==> config.mk <==
export PLATFORM = sky130hd
export DESIGN_NAME = rf_arbiter
export DESIGN_NICKNAME = d
export VERILOG_FILES = /design/src/rtl/rf_pkg.sv /design/src/rtl/rf_rr_pick.sv /design/src/rtl/rf_arbiter.sv
export SDC_FILE = /design/constraint.sdc
export NUM_CORES = 1
export LEC_CHECK = 0
export CAP_MARGIN = 20
export CORE_MARGIN = 3
export CORE_UTILIZATION = 41
export CTS_CLUSTER_DIAMETER = 80
export DETAILED_ROUTE_END_ITERATION = 7
export GPL_TIMING_DRIVEN = 0
export HOLD_SLACK_MARGIN = 0.12
export PLACE_DENSITY = 0.78
export SLEW_MARGIN = 10
export SYNTH_ARGS = -nofsm -noshare
export SYNTH_HDL_FRONTEND = slang
export SYNTH_SLANG_ARGS = --single-unit
==> constraint.sdc <==
create_clock -name clk -period 2.7 [get_ports clk]
set_input_delay 0.54 -clock clk [delete_from_list [all_inputs] [get_ports clk]]
set_output_delay 0.54 -clock clk [all_outputs]
set_load 0.005 [all_outputs]
==> src/rtl/rf_pkg.sv <==
// rf_pkg: shared definitions for the register-file arbiter.
//   - default register-file geometry (address width, data width) and lock limit
//   - arbiter FSM state encoding
//   - requester id constants
package rf_pkg;

   localparam int NUMRF_DEF    = 2;
   localparam int SIZE_DEF     = 8;
   localparam int MAX_LOCK_DEF = 8;

   typedef enum logic [1:0] {
      ST_IDLE = 2'd0,
      ST_OWN0 = 2'd1,
      ST_OWN1 = 2'd2
   } state_e;

   localparam logic REQ_CORE = 1'b0;
   localparam logic REQ_HOST = 1'b1;

endpackage

==> src/rtl/rf_rr_pick.sv <==
// rf_rr_pick: combinational 2-way round-robin grant select.
// Ports:
//   valid_i [1:0] : request valids (bit 0 = core, bit 1 = host)
//   last_i        : id of the most recently granted requester
//   state_i       : arbiter lock state; while owned, only the owner may win
//   grant_o [1:0] : one-hot grant, or zero when nothing is granted
module rf_rr_pick
   import rf_pkg::*;
(
   input  logic [1:0] valid_i,
   input  logic       last_i,
   input  state_e     state_i,
   output logic [1:0] grant_o
);

   always_comb begin
      grant_o = 2'b00;
      case (state_i)
         ST_OWN0: grant_o = {1'b0, valid_i[REQ_CORE]};
         ST_OWN1: grant_o = {valid_i[REQ_HOST], 1'b0};
         default: begin
            // On a tie the requester that did not go last wins.
            if (valid_i == 2'b11)
               grant_o = (last_i == REQ_HOST) ? 2'b01 : 2'b10;
            else
               grant_o = valid_i;
         end
      endcase
   end

endmodule

==> src/rtl/rf_arbiter.sv <==
// rf_arbiter: shares a 1R/1W register file between the core datapath
// (requester 0) and the host load/debug port (requester 1).
// Ports:
//   clk, rst_n                  : clock, asynchronous active-low reset
//   reqN_valid/we/lock/addr/wdata : requester N transaction (N = 0,1)
//   reqN_ready                  : transaction accepted this cycle
//   reqN_rvalid/rdata           : read data, one cycle after an accepted read
//   rf_rd/rf_wr                 : register file strobes
//   rf_reg_out/rf_reg_in        : register file read / write index
//   rf_data_in/rf_data_out      : register file write data / async read data
//   owner                       : {locked, last granted id}
module rf_arbiter
   import rf_pkg::*;
#(
   parameter int NUMRF    = NUMRF_DEF,
   parameter int SIZE     = SIZE_DEF,
   parameter int MAX_LOCK = MAX_LOCK_DEF
) (
   input  logic             clk,
   input  logic             rst_n,
   input  logic             req0_valid,
   input  logic             req0_we,
   input  logic             req0_lock,
   input  logic [NUMRF-1:0] req0_addr,
   input  logic [SIZE-1:0]  req0_wdata,
   output logic             req0_ready,
   output logic             req0_rvalid,
   output logic [SIZE-1:0]  req0_rdata,
   input  logic             req1_valid,
   input  logic             req1_we,
   input  logic             req1_lock,
   input  logic [NUMRF-1:0] req1_addr,
   input  logic [SIZE-1:0]  req1_wdata,
   output logic             req1_ready,
   output logic             req1_rvalid,
   output logic [SIZE-1:0]  req1_rdata,
   output logic             rf_rd,
   output logic             rf_wr,
   output logic [NUMRF-1:0] rf_reg_out,
   output logic [NUMRF-1:0] rf_reg_in,
   output logic [SIZE-1:0]  rf_data_in,
   input  logic [SIZE-1:0]  rf_data_out,
   output logic [1:0]       owner
);

   state_e            state_q, state_d;
   logic [7:0]        cnt_q, cnt_d;
   logic              last_q, last_d;
   logic [1:0]        rvalid_q, rvalid_d;
   logic [SIZE-1:0]   rdata0_q, rdata0_d;
   logic [SIZE-1:0]   rdata1_q, rdata1_d;

   logic [1:0]        pick;
   logic [1:0]        grant;
   logic              any;
   logic              sel;
   logic              sel_we;
   logic              sel_lock;
   logic [NUMRF-1:0]  sel_addr;
   logic [SIZE-1:0]   sel_wdata;
   logic              own_id;

   rf_rr_pick u_pick (
      .valid_i ({req1_valid, req0_valid}),
      .last_i  (last_q),
      .state_i (state_q),
      .grant_o (pick)
   );

   // Grant is masked by reset so no register-file access leaks out while
   // rst_n is low, including the cycle in which reset is asserted.
   assign grant      = pick & {2{rst_n}};
   assign any        = |grant;
   assign sel        = grant[REQ_HOST];
   assign sel_we     = sel ? req1_we    : req0_we;
   assign sel_lock   = sel ? req1_lock  : req0_lock;
   assign sel_addr   = sel ? req1_addr  : req0_addr;
   assign sel_wdata  = sel ? req1_wdata : req0_wdata;

   assign req0_ready = grant[REQ_CORE];
   assign req1_ready = grant[REQ_HOST];

   always_comb begin
      rf_rd      = 1'b0;
      rf_wr      = 1'b0;
      rf_reg_out = '0;
      rf_reg_in  = '0;
      rf_data_in = '0;
      if (any) begin
         if (sel_we) begin
            rf_wr      = 1'b1;
            rf_reg_in  = sel_addr;
            rf_data_in = sel_wdata;
         end else begin
            rf_rd      = 1'b1;
            rf_reg_out = sel_addr;
         end
      end
   end

   always_comb begin
      state_d = state_q;
      cnt_d   = cnt_q;
      last_d  = last_q;
      own_id  = (state_q == ST_OWN1);
      if (any)
         last_d = sel;
      case (state_q)
         ST_IDLE: begin
            if (any && sel_lock) begin
               state_d = sel ? ST_OWN1 : ST_OWN0;
               cnt_d   = 8'd1;
            end
         end
         ST_OWN0, ST_OWN1: begin
            // Timeout is evaluated whether or not the owner is presenting a
            // beat, so an idle owner cannot starve the other side.
            if ((cnt_q >= 8'(MAX_LOCK)) || (any && !sel_lock)) begin
               state_d = ST_IDLE;
               cnt_d   = 8'd0;
               last_d  = own_id;
            end else begin
               cnt_d = cnt_q + 8'd1;
            end
         end
         default: begin
            state_d = ST_IDLE;
            cnt_d   = 8'd0;
         end
      endcase
   end

   always_comb begin
      rvalid_d[0] = grant[REQ_CORE] & ~req0_we;
      rvalid_d[1] = grant[REQ_HOST] & ~req1_we;
      rdata0_d    = rvalid_d[0] ? rf_data_out : rdata0_q;
      rdata1_d    = rvalid_d[1] ? rf_data_out : rdata1_q;
   end

   always_ff @(posedge clk or negedge rst_n) begin
      if (!rst_n) begin
         state_q  <= ST_IDLE;
         cnt_q    <= 8'd0;
         last_q   <= REQ_HOST;
         rvalid_q <= 2'b00;
         rdata0_q <= '0;
         rdata1_q <= '0;
      end else begin
         state_q  <= state_d;
         cnt_q    <= cnt_d;
         last_q   <= last_d;
         rvalid_q <= rvalid_d;
         rdata0_q <= rdata0_d;
         rdata1_q <= rdata1_d;
      end
   end

   assign req0_rvalid = rvalid_q[0];
   assign req1_rvalid = rvalid_q[1];
   assign req0_rdata  = rdata0_q;
   assign req1_rdata  = rdata1_q;
   assign owner       = {state_q != ST_IDLE, last_q};

endmodule
==> Yosys cells after proc, flatten, opt, wreduce, memory -nomap -nowiden <==
Index checks and enable logic that the tools add are counted.
{ "totals": {"ff_bits": 29, "in_bits": 36, "output_inout_bits": 36, "word_cells": 54} }
{ "op_classes": {"n_addsub": 1, "order_cmp": 1, "eq_ne": 5, "n_mux": 27, "bitwise_logic": 5, "reduce_logical": 9} }
{ "op_table": {"columns": ["operator", "n"], "rows": [
  ["8-bit two-way mux", 5],
  ["2-bit two-way mux", 10],
  ["8-bit one-hot mux with 2 select lines", 1],
  ["1-bit two-way mux", 9],
  ["8-bit by 1-bit adder with 8-bit output, second input constant", 1],
  ["8-bit by 4-bit >= comparator with 1-bit output, second input constant", 1],
  ["2-bit one-hot mux with 2 select lines", 2],
  ["2-bit equality test, second input constant", 2],
  ["2-bit inequality test, second input constant", 2],
  ["2-bit OR reduction", 2],
  ["1-bit AND", 2],
  ["2-bit AND", 1],
  ["2-bit by 1-bit equality test with 1-bit output, second input constant", 1],
  ["1-bit logical AND", 2],
  ["2-bit zero test", 1],
  ["1-bit NOT", 2],
  ["2-bit AND reduction", 1],
  ["2-bit nonzero test", 1],
  ["1-bit zero test", 1],
  ["1-bit logical OR", 1]
]} }

==> Logic depth before layout (Yosys ltp) <==
Gate-level depths: netlist (run 1).
{ "depth": {"word_depth": 10, "mapped_depth": 9, "depth_no_buf": 8} }

==> Modules after synthesis <==
Synthesis (run 1) repeated with hierarchy kept, for this count alone.
{ "unflattened": {"hier_cells": 195, "hier_area_um2": 1640.3} }
{ "modules_own_cells": {"columns": ["module", "n_inst", "cells_each", "area_each_um2", "seq_area_each_um2"], "rows": [
  ["rf_arbiter", 1, 186, 1581.5, 726.9],
  ["rf_rr_pick", 1, 9, 58.8, 0.0]
]} }

==> Worst setup path before layout (run 1) <==
OpenSTA, ideal clock, no wires.
{ "synth_timing": {"path_type": "register to output", "start": "register state_q[0]", "end": "output port rf_wr", "arrival_time_ns": 1.899, "required_time_ns": 2.160, "slack_ns": 0.261, "path_stages_with_launch": 9, "path_buffers": 1, "cell_sequence": "dfrtp_1 -> inv_1 -> ha_1 -> or3b_1 -> nand4_2 -> nor2_1 -> a22oi_1 -> clkbuf_1 -> inv_1"} }
{ "synth_via": {"elab_chain_len": 6, "word_cells_on_any_way": 8, "classes_between": "2 x eq/ne; 4 x mux; 1 x bitwise; 1 x reduce/logical"} }
{ "synth_rtl": {"columns": ["element", "line", "text"], "rows": [
  ["start, declared", "rf_arbiter.sv:46", "state_e state_q, state_d;"],
  ["start signal, assigned", "rf_arbiter.sv:149", "state_q <= state_d;"],
  ["2-bit equality test or 2-bit by 1-bit equality test with 1-bit output (tied branches)", "rf_rr_pick.sv:18", "case (state_i)"],
  ["2-bit one-hot mux with 2 select lines (*)", "rf_rr_pick.sv:18", null],
  ["2-bit AND (*)", "rf_arbiter.sv:72", "assign grant = pick & {2{rst_n}};"],
  ["1-bit two-way mux", "rf_arbiter.sv:75", "assign sel_we = sel ? req1_we : req0_we;"],
  ["1-bit two-way mux", "rf_arbiter.sv:90", "if (sel_we) begin"],
  ["1-bit two-way mux (*)", "rf_arbiter.sv:89", "if (any) begin"],
  ["end, declared", "rf_arbiter.sv:38", "output logic rf_wr,"]
]} }
Mark *: on every way between the ends. The rest lies on a longest branch, timed or not.

==> Worst setup path after layout (run 1) <==
{ "layout_timing": {"start": "register state_q[1]", "end": "output port rf_data_in[4]"} }
{ "layout_via": {"elab_chain_len": 6, "word_cells_on_any_way": 9, "classes_between": "2 x eq/ne; 5 x mux; 1 x bitwise; 1 x reduce/logical"} }
{ "layout_rtl": {"columns": ["element", "line", "text"], "rows": [
  ["2-bit equality test or 2-bit by 1-bit equality test with 1-bit output (tied branches)", "rf_rr_pick.sv:18", null],
  ["2-bit one-hot mux with 2 select lines (*)", "rf_rr_pick.sv:18", null],
  ["2-bit AND (*)", "rf_arbiter.sv:72", null],
  ["8-bit two-way mux or 1-bit two-way mux (tied branches)", "rf_arbiter.sv:78, rf_arbiter.sv:75", null],
  ["8-bit two-way mux", "rf_arbiter.sv:90", null],
  ["8-bit two-way mux (*)", "rf_arbiter.sv:89", null],
  ["end, declared", "rf_arbiter.sv:41", "output logic [SIZE-1:0] rf_data_in,"]
]} }
Marked as above.

==> results of run 1 <==
==> logic make-up (layout without fill, tap and decap cells) <==
kind of cell             Yosys count  after routing  share of synthesized area
AND/OR/NAND/NOR                   52             52                     0.1757
AO/OA/AOI/OAI                     29             29                     0.1248
flip-flops                        29             29                     0.4618
buffers and inverters             20            119                    0.05644
multiplexers                      19             19                     0.1335
adder cells (fa/ha/maj)            6              6                    0.04769
==> cell type report <==
cell class	instances	area, µm²
Buffer	6	56.30
Tap cell	46	57.56
Clock buffer	8	90.09
Sequential cell	29	726.9
Fill cell	260	864.6
Inverter	13	53.80
Timing Repair Buffer	92	819.5
Multi-Input combinational cell	106	852.1
==> flip-flops by register name, summed over array words and instances (netlist names) <==
| register | cells |
|---|---|
| req1_rdata | 8 |
| rvalid_q | 2 |
| state_q | 2 |
| req0_rdata | 8 |
| cnt_q | 8 |
| last_q | 1 |
==> path summary, 6_finish.rpt <==
kind / startpoint / endpoint / slack, ns / cells past startpoint
max: state_q[1]$_DFFE_PN0P_ / rf_data_in[4] / -0.08 / 10
min: rst_n / state_q[1]$_DFFE_PN0P_ / 0.13 / 1
max reg2reg: state_q[1]$_DFFE_PN0P_ / cnt_q[7]$_DFFE_PN0P_ / 0.40 / 10
min reg2reg: req0_rdata[1]$_DFFE_PN0P_ / req0_rdata[1]$_DFFE_PN0P_ / 0.50 / 1
max in group asynchronous: rst_n / last_q$_DFF_PN1_ / 2.29 / 1
min in group clk: req0_rdata[1]$_DFFE_PN0P_ / req0_rdata[1]$_DFFE_PN0P_ / 0.50 / 1
==> metal layers <==
| layer | global-route usage | up-vias | share of wire |
|---|---|---|---|
| met4 | 0.1117 | 0 | 0.018 |
| met3 | 0.06404 | 8 | 0.050 |
| met5 | 0 | - | 0 |
| li1 | - | 740 | - |
| met1 | 0.2371 | 782 | 0.37 |
| met2 | 0.4128 | 48 | 0.56 |
==> power groups by stage <==
stage	Combinational, mW	Sequential, mW	Clock, mW
after CTS	1.35	0.705	0.369
final	1.40	0.708	0.358
after global routing	1.49	0.729	0.400
after detailed placement	1.13	0.712	0
after floorplan	0.557	0.707	0
after global placement	1.10	0.700	0
==> metrics by stage <==
stage	area, µm²	hold slack [ns]	setup slack (ns)	utilization	cells
6_report	2656	0.1309	-0.08463	0.7544	300
5_1_grt	2656	0.1320	-0.1717	0.7544	300
4_1_cts	2615	0.1360	-0.03227	0.7427	298
3_5_place_dp	2337	0.4883	-0.8138	0.6638	272
3_3_place_gp	2342	0.4843	-1.689	0.6652	272
2_1_floorplan	1574	0.2444	0.2611	-	155
==> cells in the final DEF, fill, tap and decap left out, types with 3 or more instances in the layout <==
cell type,synthesis,layout
a21oi_1,15,9
a21oi_2,1,6
buf_2,2,14
buf_4,1,19
buf_6,1,5
clkbuf_8,0,7
clkdlybuf4s50_1,0,52
dfrtp_1,28,28
ha_1,6,4
inv_1,12,10
mux2_2,16,16
mux2i_1,3,3
nand2_1,25,25
nand3_1,3,3
nand4_1,3,3
nand4b_1,3,3
o21ai_0,3,3
==> timing repair <==
| item | CTS | global route |
|---|---|---|
| endpoints found under the setup margin | 16 | 16 |
| cloned | 1 | 0 |
| setup buffers | 17 | 3 |
| pin swaps | 5 | 1 |
| endpoints found under the hold margin | 0 | 0 |
| resized for setup | 80 | 18 |
==> metrics.csv, run 1 <==
metric,value,unit
outcome,"finished, violations left",
violations,negative setup slack,
fin_crit,2.785,ns
max_stage_delay,0.41,ns
path_buf_inv,4,
start_util,0.4471,
ir_drop,619.3,µV
worstSkewPairLatency,0.28,ns
grtUsageTotal,0.2271,
p_comb_frac,0.567,
grt_first_pass_wirelength,7645,µm
switching_share,0.3423,
syn-num-nets,197,
hold_viol_final,0,
layout-drive-gt1-share,0.3386,
ys_types,40,
critical_path_class,flip-flop to primary output,
clock_sinks,29,
netlist_area,1574,µm²
grt_antenna_before_repair,0,
clock_skew,0.009305,ns
grt_max_degree,33,
drtAntennaViolNets,0,
drc,0,
setup_viol,7,
ys_ff_latch,29,
synth_top_cell_by_area,dfrtp_1,
cts_hold_buf,0,
seqPwrFrac,0.287,
syn_to_final_growth,68.76,%
cp-end-kind,primary output,
pin_count,72,
h-tree-depth,2,
grt.overflow.total,0,
p_sw,0.8431,mW
relSlewSlack,0.8053,
critical_path_arrival,2.24,ns
grt_pass1_vias,1654,
wl_per_cell,17.24,µm
die_h,67.96,µm
cts.path.max_buffers,2,
root_buffer,clkbuf_8,
syn_inst,155,
cts_tree,built,
dp_hpwl,3552,µm
routed_wl,5171,µm
die_area,4619,µm²
cp_cell_sequence,inv_2 > ha_4 > or3b_4 > nand4_4 > nor2_4 > a22oi_2 > clkbuf_8 > buf_6 > a21oi_2 > buf_2,
worstMarginPinSlew,0.2921,ns
clock.fmax,359.1,MHz
p_total,2.463,mW
drt_iter0_markers,71,
synth.area.top_cells,"dfrtp_1 (45%), mux2_2 (11%), nand2_1 (6.0%)",
slew_violations,0,
avgSynthCellArea,10.15,µm²
num_rows,21,
power_leakage,1.221,nW
nets,295,
antenna_cells,0,
synth_common_cells,"dfrtp_1 (28), nand2_1 (25), mux2_2 (16)",
cts_buffers,5,
min_path_type,primary input to asynchronous set/reset pin,
setup_slack,-0.08463,ns
port_buffers,71,
async_flop_share,1.000,
crit_slowest_cell,dfrtp_1,
finalSetupTns,-0.4297,ns
timing.final.crit_share,1.031,
core,3521,µm²
place_congestion,0.8355,
p_int,1.620,mW
viasPerCell,5.260,
required,2.16,ns
yosys_warnings,0,
vias,1578,
path_clk_slew,0.06,ns
ys_seq_area_frac,0.4618,
cap_violations,0,
cp_top_family,simple AND/OR/NAND/NOR gates,
first_pass_iters,4,
rsz0062_at_grt,true,
clock_power_share,0.145,
p_per_area,927.4,nW/µm²
die_w,67.96,µm
ys.flop_type,dfrtp_1,
synth_edf_count,0,
yosysMostFrequentCell,dfrtp_1,
startpoint_type,flip-flop,
synth_top_cell_area_share,0.4452,
crit_fanout,5,
(Power assumes the default switching activity.)
==> run 2: changes to the inputs <==
CORE_ASPECT_RATIO = 2   (was unset)
CTS_CLUSTER_DIAMETER = 60   (was 80)
==> metrics.csv, run 2 (synthesized netlist as in run 1, its figures left out) <==
metric,value,unit,change
grtUsageTotal,0.2184,,-0.008743
viasPerCell,5.062,,-3.8%
fillCellCount,283,,+8.8%
path_buf_inv,4,,unchanged
die_w,49.81,µm,-27%
drtAntennaViolNets,0,,unchanged
dp_hpwl,3252,µm,-8.4%
die_area,4663,µm²,+0.97%
routed_wl,4856,µm,-6.1%
wl_per_cell,15.77,µm,-8.5%
required,2.16,ns,about the same
antenna_cells,0,,unchanged
cts_tree,built,,
rsz0062_at_grt,true,,
clock_sinks,29,,unchanged
cp_top_family,simple AND/OR/NAND/NOR gates,,
grt_antenna_before_repair,0,,unchanged
min_path_type,primary input to asynchronous set/reset pin,,
hold_viol_final,0,,unchanged
clock.fmax,361.7,MHz,+0.71%
p_per_area,944.6,nW/µm²,+1.9%
grt_pass1_vias,1653,,-0.060%
ir_drop,784.2,µV,+27%
die_h,93.63,µm,+38%
cap_violations,0,,unchanged
num_rows,31,,+48%
final_cell_mix,"clkdlybuf4s50_1 (54), dfrtp_1 (28), nand2_1 (25), buf_4 (24), mux2_2 (16)",,
hold_ws,0.1200,ns,-0.01093 ns
first_pass_iters,4,,unchanged
worstMarginPinSlew,0.3042,ns,+0.01219 ns
grt_max_degree,33,,unchanged
critical_path_class,flip-flop to primary output,,
power_leakage,1.234,nW,+1.1%
clock_skew,0.004827,ns,-0.004479 ns
grt.overflow.total,0,,unchanged
grt_first_pass_wirelength,7776,µm,+1.7%
setup_slack,-0.06499,ns,+0.01963 ns
h-tree-depth,2,,unchanged
crit_slowest_cell,dfrtp_1,,
worstSkewPairLatency,0.29,ns,about the same
fin_crit,2.765,ns,-0.01963 ns
final_common_cell,clkdlybuf4s50_1,,
port_buffers,71,,unchanged
relSlewSlack,0.7972,,-0.008127
timing.final.crit_share,1.024,,-0.007271
violations,negative setup slack,,
cts_buffers,5,,unchanged
vias,1559,,-1.2%
worstReg2RegStart,state_q[0]$_DFFE_PN0P_,,
core,3646,µm²,+3.6%
syn_to_final_growth,73.45,%,
setup_viol,8,,+1
nets,300,,+1.7%
start_util,0.4317,,-0.01534
drc,0,,unchanged
root_buffer,clkbuf_8,,
cts.path.max_buffers,2,,unchanged
cp_cell_sequence,inv_2 > ha_4 > or3b_4 > nand4_4 > nor2_4 > a22oi_2 > clkbuf_8 > buf_6 > a21oi_2 > buf_2,,
dpl-instance-area,2341,µm²,+0.16%
max_stage_delay,0.40,ns,about the same
critical_path_arrival,2.22,ns,-0.02 ns
crit_start,state_q[0]$_DFFE_PN0P_,,
place_congestion,0.7777,,-6.9%
slew_violations,0,,unchanged
outcome,"finished, violations left",,
crit_fanout,5,,unchanged
startpoint_type,flip-flop,,
stdcell_area,2730,µm²,+2.8%
cp-end-kind,primary output,,
pin_count,72,,unchanged
layout-drive-gt1-share,0.3552,,+0.01663
path_clk_slew,0.07,ns,about the same
drt_iter0_markers,23,,-68%
run 2: final timing paths:
| kind | endpoint | slack (ns) | cells after the start |
|---|---|---|---|
| min | cnt_q[4]$_DFFE_PN0P_ | 0.12 | 1 |
| min reg2reg | req1_rdata[2]$_DFFE_PN0P_ | 0.51 | 1 |
| min in group clk | req1_rdata[2]$_DFFE_PN0P_ | 0.51 | 1 |
| max reg2reg | state_q[1]$_DFFE_PN0P_ | 0.43 | 9 |
| max in group asynchronous | last_q$_DFF_PN1_ | 2.28 | 1 |
| max | rf_data_in[7] | -0.06 | 10 |
run 2: metrics by stage:
step | setup slack [ns] | power [mW] | instances | utilization | TNS [ns]
after CTS | -0.07051 | 2.510 | 304 | 0.7296 | -0.4756
after detailed placement | -0.8312 | 1.830 | 275 | 0.6421 | -11.02
after global placement | -1.788 | 1.813 | 275 | 0.6434 | -48.67
after global routing | -0.1344 | 2.743 | 308 | 0.7488 | -0.9853
final | -0.06499 | 2.579 | 308 | 0.7488 | -0.3546
after floorplan | 0.2611 | 1.264 | 155 | - | 0
run 2: what timing repair did:
item,in CTS,in global routing
pin swaps,7,4
gates cloned,1,0
setup buffers,20,4
gates resized for setup,79,19
hold buffers,0,0
endpoints found under the hold margin,0,0
setup endpoints to repair,16,16
run 2: per-layer routing:
metal	part of all wire	vias to the layer above	GRT usage
li1	-	746	-
met1	0.34	757	0.2162
met2	0.59	46	0.4104
met3	0.047	10	0.05423
met4	0.018	0	0.09931
met5	0	-	0
run 2: area by class of cell:
type | instances | area [µm²] | share of cell area
clock inverters | 2 | 37.54 | 0.01375
inverters | 13 | 53.80 | 0.01971
repair buffers | 96 | 844.6 | 0.3093
multi-input cells | 106 | 845.8 | 0.3098
well taps | 49 | 61.31 | 0.02246
plain buffers | 7 | 77.57 | 0.02841
clock buffers | 6 | 82.58 | 0.03025
flip-flops and latches | 29 | 726.9 | 0.2663
run 2: worst register-to-register path, cell delays in order (launching register included):
cell     delay, ns
dfrtp_1       0.40
inv_2         0.09
ha_4          0.22
or2b_1        0.22
nand4_4       0.15
buf_4         0.19
o311a_4       0.37
buf_6         0.15
a21oi_2       0.17
mux2i_1       0.23
run 2: power breakdown:
group / switching, mW / internal [mW] / total (mW)
registers: 0.104 / 0.602 / 0.705
logic: 0.568 / 0.828 / 1.40
clock network: 0.178 / 0.300 / 0.477
total: 0.849 / 1.73 / 2.58
